===== config.mk =====
export PLATFORM = sky130hd
export DESIGN_NAME = serial_adder_flat
export DESIGN_NICKNAME = d
export VERILOG_FILES = /design/src/rtl/serial_adder_if.sv /design/src/rtl/serial_adder.sv /design/src/flat_wrapper.sv
export SDC_FILE = /design/constraint.sdc
export NUM_CORES = 1
export LEC_CHECK = 0
export ABC_AREA = 1
export ABC_CLOCK_PERIOD_IN_PS = 1750
export CORE_MARGIN = 2
export CORE_UTILIZATION = 38
export DETAILED_ROUTE_END_ITERATION = 12
export SYNTH_ARGS = -nofsm -noshare
export SYNTH_HDL_FRONTEND = slang
export SYNTH_SLANG_ARGS = --single-unit

===== constraint.sdc =====
create_clock -name clk -period 1.75 [get_ports clk]
set_input_delay 0.175 -clock clk [delete_from_list [all_inputs] [get_ports clk]]
set_output_delay 0.175 -clock clk [all_outputs]
set_load 0.1 [all_outputs]

===== src/rtl/serial_adder_if.sv =====
// Request/result bundle for the bit-serial adder: operands and start in,
// busy/done status and the registered result out.
interface serial_adder_if #(
  parameter int WIDTH = 8
);
  logic             start;
  logic [WIDTH-1:0] a;
  logic [WIDTH-1:0] b;
  logic             ci;
  logic             busy;
  logic             done;
  logic [WIDTH-1:0] sum;
  logic             co;
  logic             ovf;

  modport master (
    output start, a, b, ci,
    input  busy, done, sum, co, ovf
  );

  modport slave (
    input  start, a, b, ci,
    output busy, done, sum, co, ovf
  );
endinterface


===== src/rtl/serial_adder.sv =====
// Bit-serial ripple adder: one bit per clock, LSB first, WIDTH+1 edges from
// accepted start to the done pulse, with carry-out and signed overflow flags.
module serial_adder #(
  parameter int WIDTH = 8
) (
  input logic           clk,
  input logic           rst_n,
  serial_adder_if.slave bus
);

  localparam int CW = $clog2(WIDTH) + 1;

  typedef enum logic [1:0] {IDLE, RUN, DONE} state_t;

  state_t           state;
  logic [WIDTH-1:0] a_sr;
  logic [WIDTH-1:0] b_sr;
  logic [WIDTH-1:0] sum_r;
  logic [CW-1:0]    cnt;
  logic             carry;
  logic             ovf_r;
  logic             busy_r;
  logic             done_r;

  logic s;
  logic c_next;
  logic last_bit;

  // Full-adder slice on the current LSBs of the operand shift registers.
  assign s        = a_sr[0] ^ b_sr[0] ^ carry;
  assign c_next   = (a_sr[0] & b_sr[0]) | (b_sr[0] & carry) | (a_sr[0] & carry);
  assign last_bit = (cnt == CW'(WIDTH - 1));

  // NOTE: all state uses non-blocking assignments so every register samples
  // pre-edge values; blocking here would let the carry race the sum bit.
  always_ff @(posedge clk or negedge rst_n) begin
    if (!rst_n) begin
      state  <= IDLE;
      a_sr   <= '0;
      b_sr   <= '0;
      sum_r  <= '0;
      cnt    <= '0;
      carry  <= 1'b0;
      ovf_r  <= 1'b0;
      busy_r <= 1'b0;
      done_r <= 1'b0;
    end else begin
      case (state)
        IDLE: begin
          if (bus.start) begin
            a_sr   <= bus.a;
            b_sr   <= bus.b;
            carry  <= bus.ci;
            sum_r  <= '0;
            cnt    <= '0;
            ovf_r  <= 1'b0;
            busy_r <= 1'b1;
            state  <= RUN;
          end
        end
        RUN: begin
          a_sr  <= a_sr >> 1;
          b_sr  <= b_sr >> 1;
          sum_r <= {s, sum_r[WIDTH-1:1]};
          carry <= c_next;
          cnt   <= cnt + 1'b1;
          if (last_bit) begin
            // Carry into the MSB is the current carry; carry out is c_next.
            ovf_r  <= carry ^ c_next;
            busy_r <= 1'b0;
            done_r <= 1'b1;
            state  <= DONE;
          end
        end
        DONE: begin
          done_r <= 1'b0;
          state  <= IDLE;
        end
        default: begin
          busy_r <= 1'b0;
          done_r <= 1'b0;
          state  <= IDLE;
        end
      endcase
    end
  end

  assign bus.busy = busy_r;
  assign bus.done = done_r;
  assign bus.sum  = sum_r;
  assign bus.co   = carry;
  assign bus.ovf  = ovf_r;

endmodule


===== src/flat_wrapper.sv =====
// flat-port wrapper written by rule: the top's interface ports become plain ports
module serial_adder_flat 
#(
  parameter int WIDTH = 8
)
  (clk, rst_n, bus_start, bus_a, bus_b, bus_ci, bus_busy, bus_done, bus_sum, bus_co, bus_ovf);
  serial_adder_if #(.WIDTH(WIDTH)) bus_i ();
  input logic clk;
  input logic rst_n;
  input wire logic [$bits(bus_i.start)-1:0] bus_start;
  input wire logic [$bits(bus_i.a)-1:0] bus_a;
  input wire logic [$bits(bus_i.b)-1:0] bus_b;
  input wire logic [$bits(bus_i.ci)-1:0] bus_ci;
  output wire logic [$bits(bus_i.busy)-1:0] bus_busy;
  output wire logic [$bits(bus_i.done)-1:0] bus_done;
  output wire logic [$bits(bus_i.sum)-1:0] bus_sum;
  output wire logic [$bits(bus_i.co)-1:0] bus_co;
  output wire logic [$bits(bus_i.ovf)-1:0] bus_ovf;
  assign bus_i.start = bus_start;
  assign bus_i.a = bus_a;
  assign bus_i.b = bus_b;
  assign bus_i.ci = bus_ci;
  assign bus_busy = bus_i.busy;
  assign bus_done = bus_i.done;
  assign bus_sum = bus_i.sum;
  assign bus_co = bus_i.co;
  assign bus_ovf = bus_i.ovf;
  serial_adder #(.WIDTH(WIDTH)) u_core (.clk(clk), .rst_n(rst_n), .bus(bus_i));
endmodule

==> impl_metrics.yaml, run 1 <==
floorplanning:
  fp.dieW_um: 67.4
  initial_core_util_pct: 38.8
  num_rows: 23
  io-pin-count: 32
  fp.dieH_um: 67.4
  core_sq_um: 3940
  dieArea_sq_um: 4550
yosys:
  synthTopCellsByArea: "dfrtp_1 (56%), nand2_1 (14%), nor2_1 (7.4%)"
  syn-instance-count: 188
  synth_top_family_by_area: "simple AND/OR/NAND/NOR gates"
  netlist.area_leader.share_pct: 55.6
  synthAdderAreaFrac_pct: 2.13
  synthSimpleGateAreaFrac_pct: 25.0
  synth_edf_count: 0
  synth_common_cells: "nand2_1 (59), dfrtp_1 (34), nor2_1 (30)"
  synth-compound-area-share_pct: 10.6
  synth_mux_area_share_pct: 0
  synth_nets: 210
  avgSynthCellArea_sq_um: 8.13
  synthFlopType: "dfrtp_1"
  synth_most_common_cell: "nand2_1"
  netlist_area_sq_um: 1530
  synth_top_cell_by_area: "dfrtp_1"
  async_flop_share_pct: 100
  synth-seq-cells: 34
  yosys_warnings: 0
  synth_seq_area_share_pct: 55.6
  synth-xor-area-share_pct: 0
  yosysUniqueCellTypes: 17
routing:
  drt_first_pass_iters: 4
  totalWireLength_mm: 3.20
  via_per_inst: 4.69
  route.detailed.drc: 0
  via_count: 1280
  ant_nets: 0
  drt_iter0_markers: 91
  wire_per_inst_um: 11.7
timing:
  setup_viol: 0
  max_slew_margin_pct: 71.0
  fin_crit_sh_pct: 79.5
  hold_viol_final: 0
  fin_crit_ns: 1.39
  setup_tns_ns: 0
  worstMarginPinSlew_ns: 0.435
  maxSlewViolCount: 0
  max_clock_freq_mhz: 719
  rsz0062_at_grt: "no"
  clock_skew_ns: 0.00432
clock_tree:
  cts_setup_buffers: 0
  cts.path.max_buffers: 2
  holdBufCountCts: 0
  cts_tree: "yes"
  cts_max_level: 2
  cts_buffers: 5
  cts_resized: 0
  cts.sinks: 34
  clock_latency_ns: 0.28
  clk_pin_slew_ns: 0.07
  cts_root_buffer: "clkbuf_8"
grt:
  grt_start_max_net_pins: 35
  antenna_found_initial: 0
  grt_use_total_pct: 16.6
  grt_pass1_wl_mm: 5.48
  grt.overflow.total: 0
  grt_pass1_vias: 1250
run_status:
  status: "complete, no violations"
worst_setup_path:
  critPathKind: "reg -> reg"
  arrival_ns: 1.57
  required_ns: 1.92
  crit_fanout: 17
  critPathCaptureType: "register"
  critPathLaunchType: "register"
cells_and_area:
  areaGrowthSynthToFinish_pct: 28.6
  layout-drive-gt1-share_pct: 12.6
  antenna_cells: 0
  nNetsFinal: 244
placement:
  numPortBuffers: 31
  place_hpwl_mm: 2.18
  gp_congestion: 0.770
flow_run:
  drv_cap: 0
hold_path:
  hp-class: "in -> async"
critical path, cell delays in order, from the launching register on:
cell,delay [ns]
dfrtp_1,0.41
inv_2,0.16
nor2_2,0.30
o21ai_1,0.22
nand3_1,0.13
nand2_1,0.05
state kept, by name, summed over array words and instances, names as in the netlist:
| signal | count |
|---|---|
| u_core.a_sr | 8 |
| u_core.b_sr | 8 |
| u_core.bus.busy | 1 |
| u_core.bus.co | 1 |
| u_core.bus.done | 1 |
| u_core.bus.ovf | 1 |
| u_core.bus.sum | 8 |
| u_core.cnt | 4 |
| u_core.state | 2 |
through the flow:
step | hold WS (ns) | area, sq um | setup WS (ns) | std cells | utilization [%]
after detailed placement | 0.466 | 1880 | 0.356 | 265 | 47.6
after global placement | 0.465 | 1880 | 0.396 | 265 | 47.6
after CTS | 0.302 | 1970 | 0.343 | 273 | 49.9
after global routing | 0.352 | 1970 | 0.181 | 273 | 49.9
after floorplan | -0.121 | 1530 | 0.0350 | 188 | -
final | 0.297 | 1970 | 0.359 | 273 | 49.9
cell families (layout without fill, tap and decap cells):
kind of cell	count (synthesis)	count (layout)
buffers and inverters	24	59
AND/OR/NAND/NOR	98	98
adder cells (fa/ha/maj)	2	2
AO/OA/AOI/OAI	30	30
flip-flops	34	34
cell type report:
cell class | instances | area (sq um)
clock buffer | 7 | 86.3
multi-input combinational | 130 | 578
tap | 50 | 62.6
sequential | 34 | 852
clock inverter | 1 | 5.00
timing repair buffer | 35 | 323
fill | 383 | 1980
inverter | 16 | 60.1
worst paths after layout:
| kind | start | end | slack [ns] | cells after the start |
|---|---|---|---|---|
| worst min register to register | u_core.a_sr[3] | u_core.a_sr[3] | 0.48 | 2 |
| min in group clk | bus_b[7] | u_core.b_sr[7] | 0.47 | 3 |
| worst max-delay path | u_core.state[0] | u_core.bus.ovf | 0.36 | 5 |
| max in group asynchronous | rst_n | u_core.bus.co | 1.13 | 2 |
| worst min-delay path | rst_n | u_core.bus.sum[7] | 0.30 | 2 |
| worst max register to register | u_core.state[0] | u_core.bus.ovf | 0.36 | 5 |
per-layer routing:
metal	GRT usage [%]	share of wire, %
met5	0	0
met4	7.65	1.6
met3	5.00	4.3
met2	25.9	44
met1	21.2	50
layout by cell type, fill, tap and decap left out, drive strengths merged:
| master | n |
|---|---|
| o22ai | 7 |
| inv | 16 |
| clkbuf | 7 |
| clkdlybuf4s50 | 19 |
| nand4 | 1 |
| buf | 16 |
| nand2 | 60 |
| clkinv | 1 |
| fa | 1 |
| nand3 | 6 |
| nor2 | 31 |
| a21oi | 2 |
| dfrtp | 34 |
| ha | 1 |
| o21ai | 21 |
Power of run 1 is not shown: default switching activity piles up to over one toggle a cycle in this logic, so the estimate is an artifact.
==> run 2: changes to the inputs <==
--- a/config.mk
+++ b/config.mk
@@ -6,7 +6,7 @@
 export NUM_CORES = 1
 export LEC_CHECK = 0
 export ABC_AREA = 1
-export ABC_CLOCK_PERIOD_IN_PS = 1750
+export ABC_CLOCK_PERIOD_IN_PS = 1300
 export CORE_MARGIN = 2
 export CORE_UTILIZATION = 38
 export DETAILED_ROUTE_END_ITERATION = 12
==> constraint.sdc (replaced) <==
create_clock -name clk -period 1.3 [get_ports clk]
set_input_delay 0.13 -clock clk [delete_from_list [all_inputs] [get_ports clk]]
set_output_delay 0.13 -clock clk [all_outputs]
set_load 0.1 [all_outputs]
==> impl_metrics.yaml, run 2 (synthesis results as in run 1) <==
worst_setup_path:
  critPathKind: "reg -> reg"
  timing.critical_path.buf_inv: 1
  required_ns: 1.52
  arrival_ns: 1.45
  critPathCaptureType: "register"
  rrSetupSlack_ns: 0.07
  path_cells: "inv_2 -> fa_2 -> nand2_1 -> nand2_1 -> nor2_1 -> nand3_1 -> nand2_1"
  cp_slowest_stage_delay_ns: 0.41
  cp_top_family: "flip-flops"
  cp_common_cell: "nand2_1"
  critPathSlowestCell: "dfrtp_4"
  crit_fanout: 3
  critPathLaunchType: "register"
routing:
  route.detailed.drc: 0
  highest_layer: "met4"
  totalWireLength_mm: 3.27
  dr_wl_met2_mm: 1.62
  via_per_inst: 4.81
  wl_met3_um: 188
  drt_iter0_markers: 39
  ant_nets: 0
  wire_per_inst_um: 11.7
  drt_first_pass_iters: 4
  via_count: 1347
  m1WireLength_mm: 1.39
flow_run:
  drv_cap: 0
timing:
  fin_crit_sh_pct: 94.7
  rsz0062_at_grt: "yes"
  hold_viol_final: 0
  worstMarginPinSlew_ns: 0.218
  clock_skew_ns: 0.00400
  setup_tns_ns: 0
  maxSlewViolCount: 0
  setup_ws_ns: 0.0686
  max_slew_margin_pct: 85.3
  setup_viol: 0
  max_clock_freq_mhz: 812
  hold-worst-slack_ns: 0.215
  fin_crit_ns: 1.23
placement:
  dp_slack_ns: -0.0536
  post_dp_cell_area_sq_um: 2070
  placed_cells: 269
  gp_congestion: 0.761
  numPortBuffers: 31
  place_hpwl_mm: 2.29
floorplanning:
  dieArea_sq_um: 4550
  fp.dieW_um: 67.4
  io-pin-count: 32
  initial_core_util_pct: 38.8
  core_sq_um: 3940
  num_rows: 23
  fp.dieH_um: 67.4
cells_and_area:
  mostFrequentLayoutCell: "nand2_1"
  final_area_sq_um: 2220
  layout-drive-gt1-share_pct: 19.1
  areaGrowthSynthToFinish_pct: 45.3
  nNetsFinal: 251
  instances_no_fill: 280
  final_util_pct: 56.3
  antenna_cells: 0
  final_cell_mix: "nand2_1 (58), dfrtp_1 (32), nor2_1 (30), clkdlybuf4s50_1 (19), o21ai_0 (18)"
  nFillCells: 330
clock_tree:
  cts_buffers: 5
  cts.sinks: 34
  clk_pin_slew_ns: 0.07
  cts_tree: "yes"
  cts_root_buffer: "clkbuf_8"
  holdBufCountCts: 0
  cts_max_level: 2
  cts.path.max_buffers: 2
  clock_latency_ns: 0.28
power:
  power_frac_comb_pct: 57.2
  p_leak_nw: 1.07
  power_per_cell_area_nw_per_um2: 2960
  p_clk_share_pct: 13.7
  ir_worst_vdd_mv: 1.32
  power_frac_seq_pct: 29.2
  p_total_mw: 6.57
  switching_share_pct: 46.7
  internal_power_mw: 3.50
  p_sw_mw: 3.07
grt:
  antenna_found_initial: 0
  grt_start_max_net_pins: 35
  grt_pass1_wl_mm: 5.58
  grt_use_total_pct: 16.7
  grt_pass1_vias: 1306
  grt.overflow.total: 0
hold_path:
  hp-class: "in -> async"
run_status:
  status: "complete, no violations"
run 2: cell count changes in the layout (fill, tap and decap cells not counted), sizes merged:
cell,change
clkinv,-1
buf,+7
clkbuf,+1
run 2: final timing paths:
path	to	depth (start not counted)	from
worst max-delay path	u_core.bus.ovf	7	u_core.bus.co
worst min-delay path	u_core.bus.sum[5]	2	rst_n
worst max register to register	u_core.bus.ovf	7	u_core.bus.co
worst min register to register	u_core.b_sr[1]	2	u_core.b_sr[1]
max in group asynchronous	u_core.bus.co	2	rst_n
min in group clk	u_core.b_sr[7]	3	bus_b[7]
run 2: power groups by stage:
stage / clock, mW / combinational [mW] / sequential (mW)
after floorplan: 0 / 1.47 / 2.83
after global placement: 0 / 3.59 / 1.90
after detailed placement: 0 / 3.69 / 1.92
after CTS: 0.922 / 3.69 / 1.91
after global routing: 0.971 / 4.16 / 1.97
final: 0.897 / 3.76 / 1.92
run 2: per-layer routing:
metal  global-route usage, %  vias up
li1                        -      672
met1                    20.9      622
met3                    5.17        6
met5                       0        -
met2                    26.7       47
met4                    7.14        0
run 2: final cells by class:
| cell class | instances | area (sq um) | area share (%) |
|---|---|---|---|
| clock buffers | 8 | 110 | 4.96 |
| flip-flops and latches | 34 | 856 | 38.5 |
| multi-input cells | 130 | 594 | 26.8 |
| well taps | 50 | 62.6 | 2.82 |
| inverters | 16 | 60.1 | 2.70 |
| repair buffers | 42 | 538 | 24.2 |
run 2: what timing repair did:
item                                    CTS  global route
setup buffers                             0             3
endpoints found under the hold margin     0             0
endpoints found under the setup margin    0             3
gates resized for setup                   0             7
No activity file was read; power rests on OpenSTA's default activity.
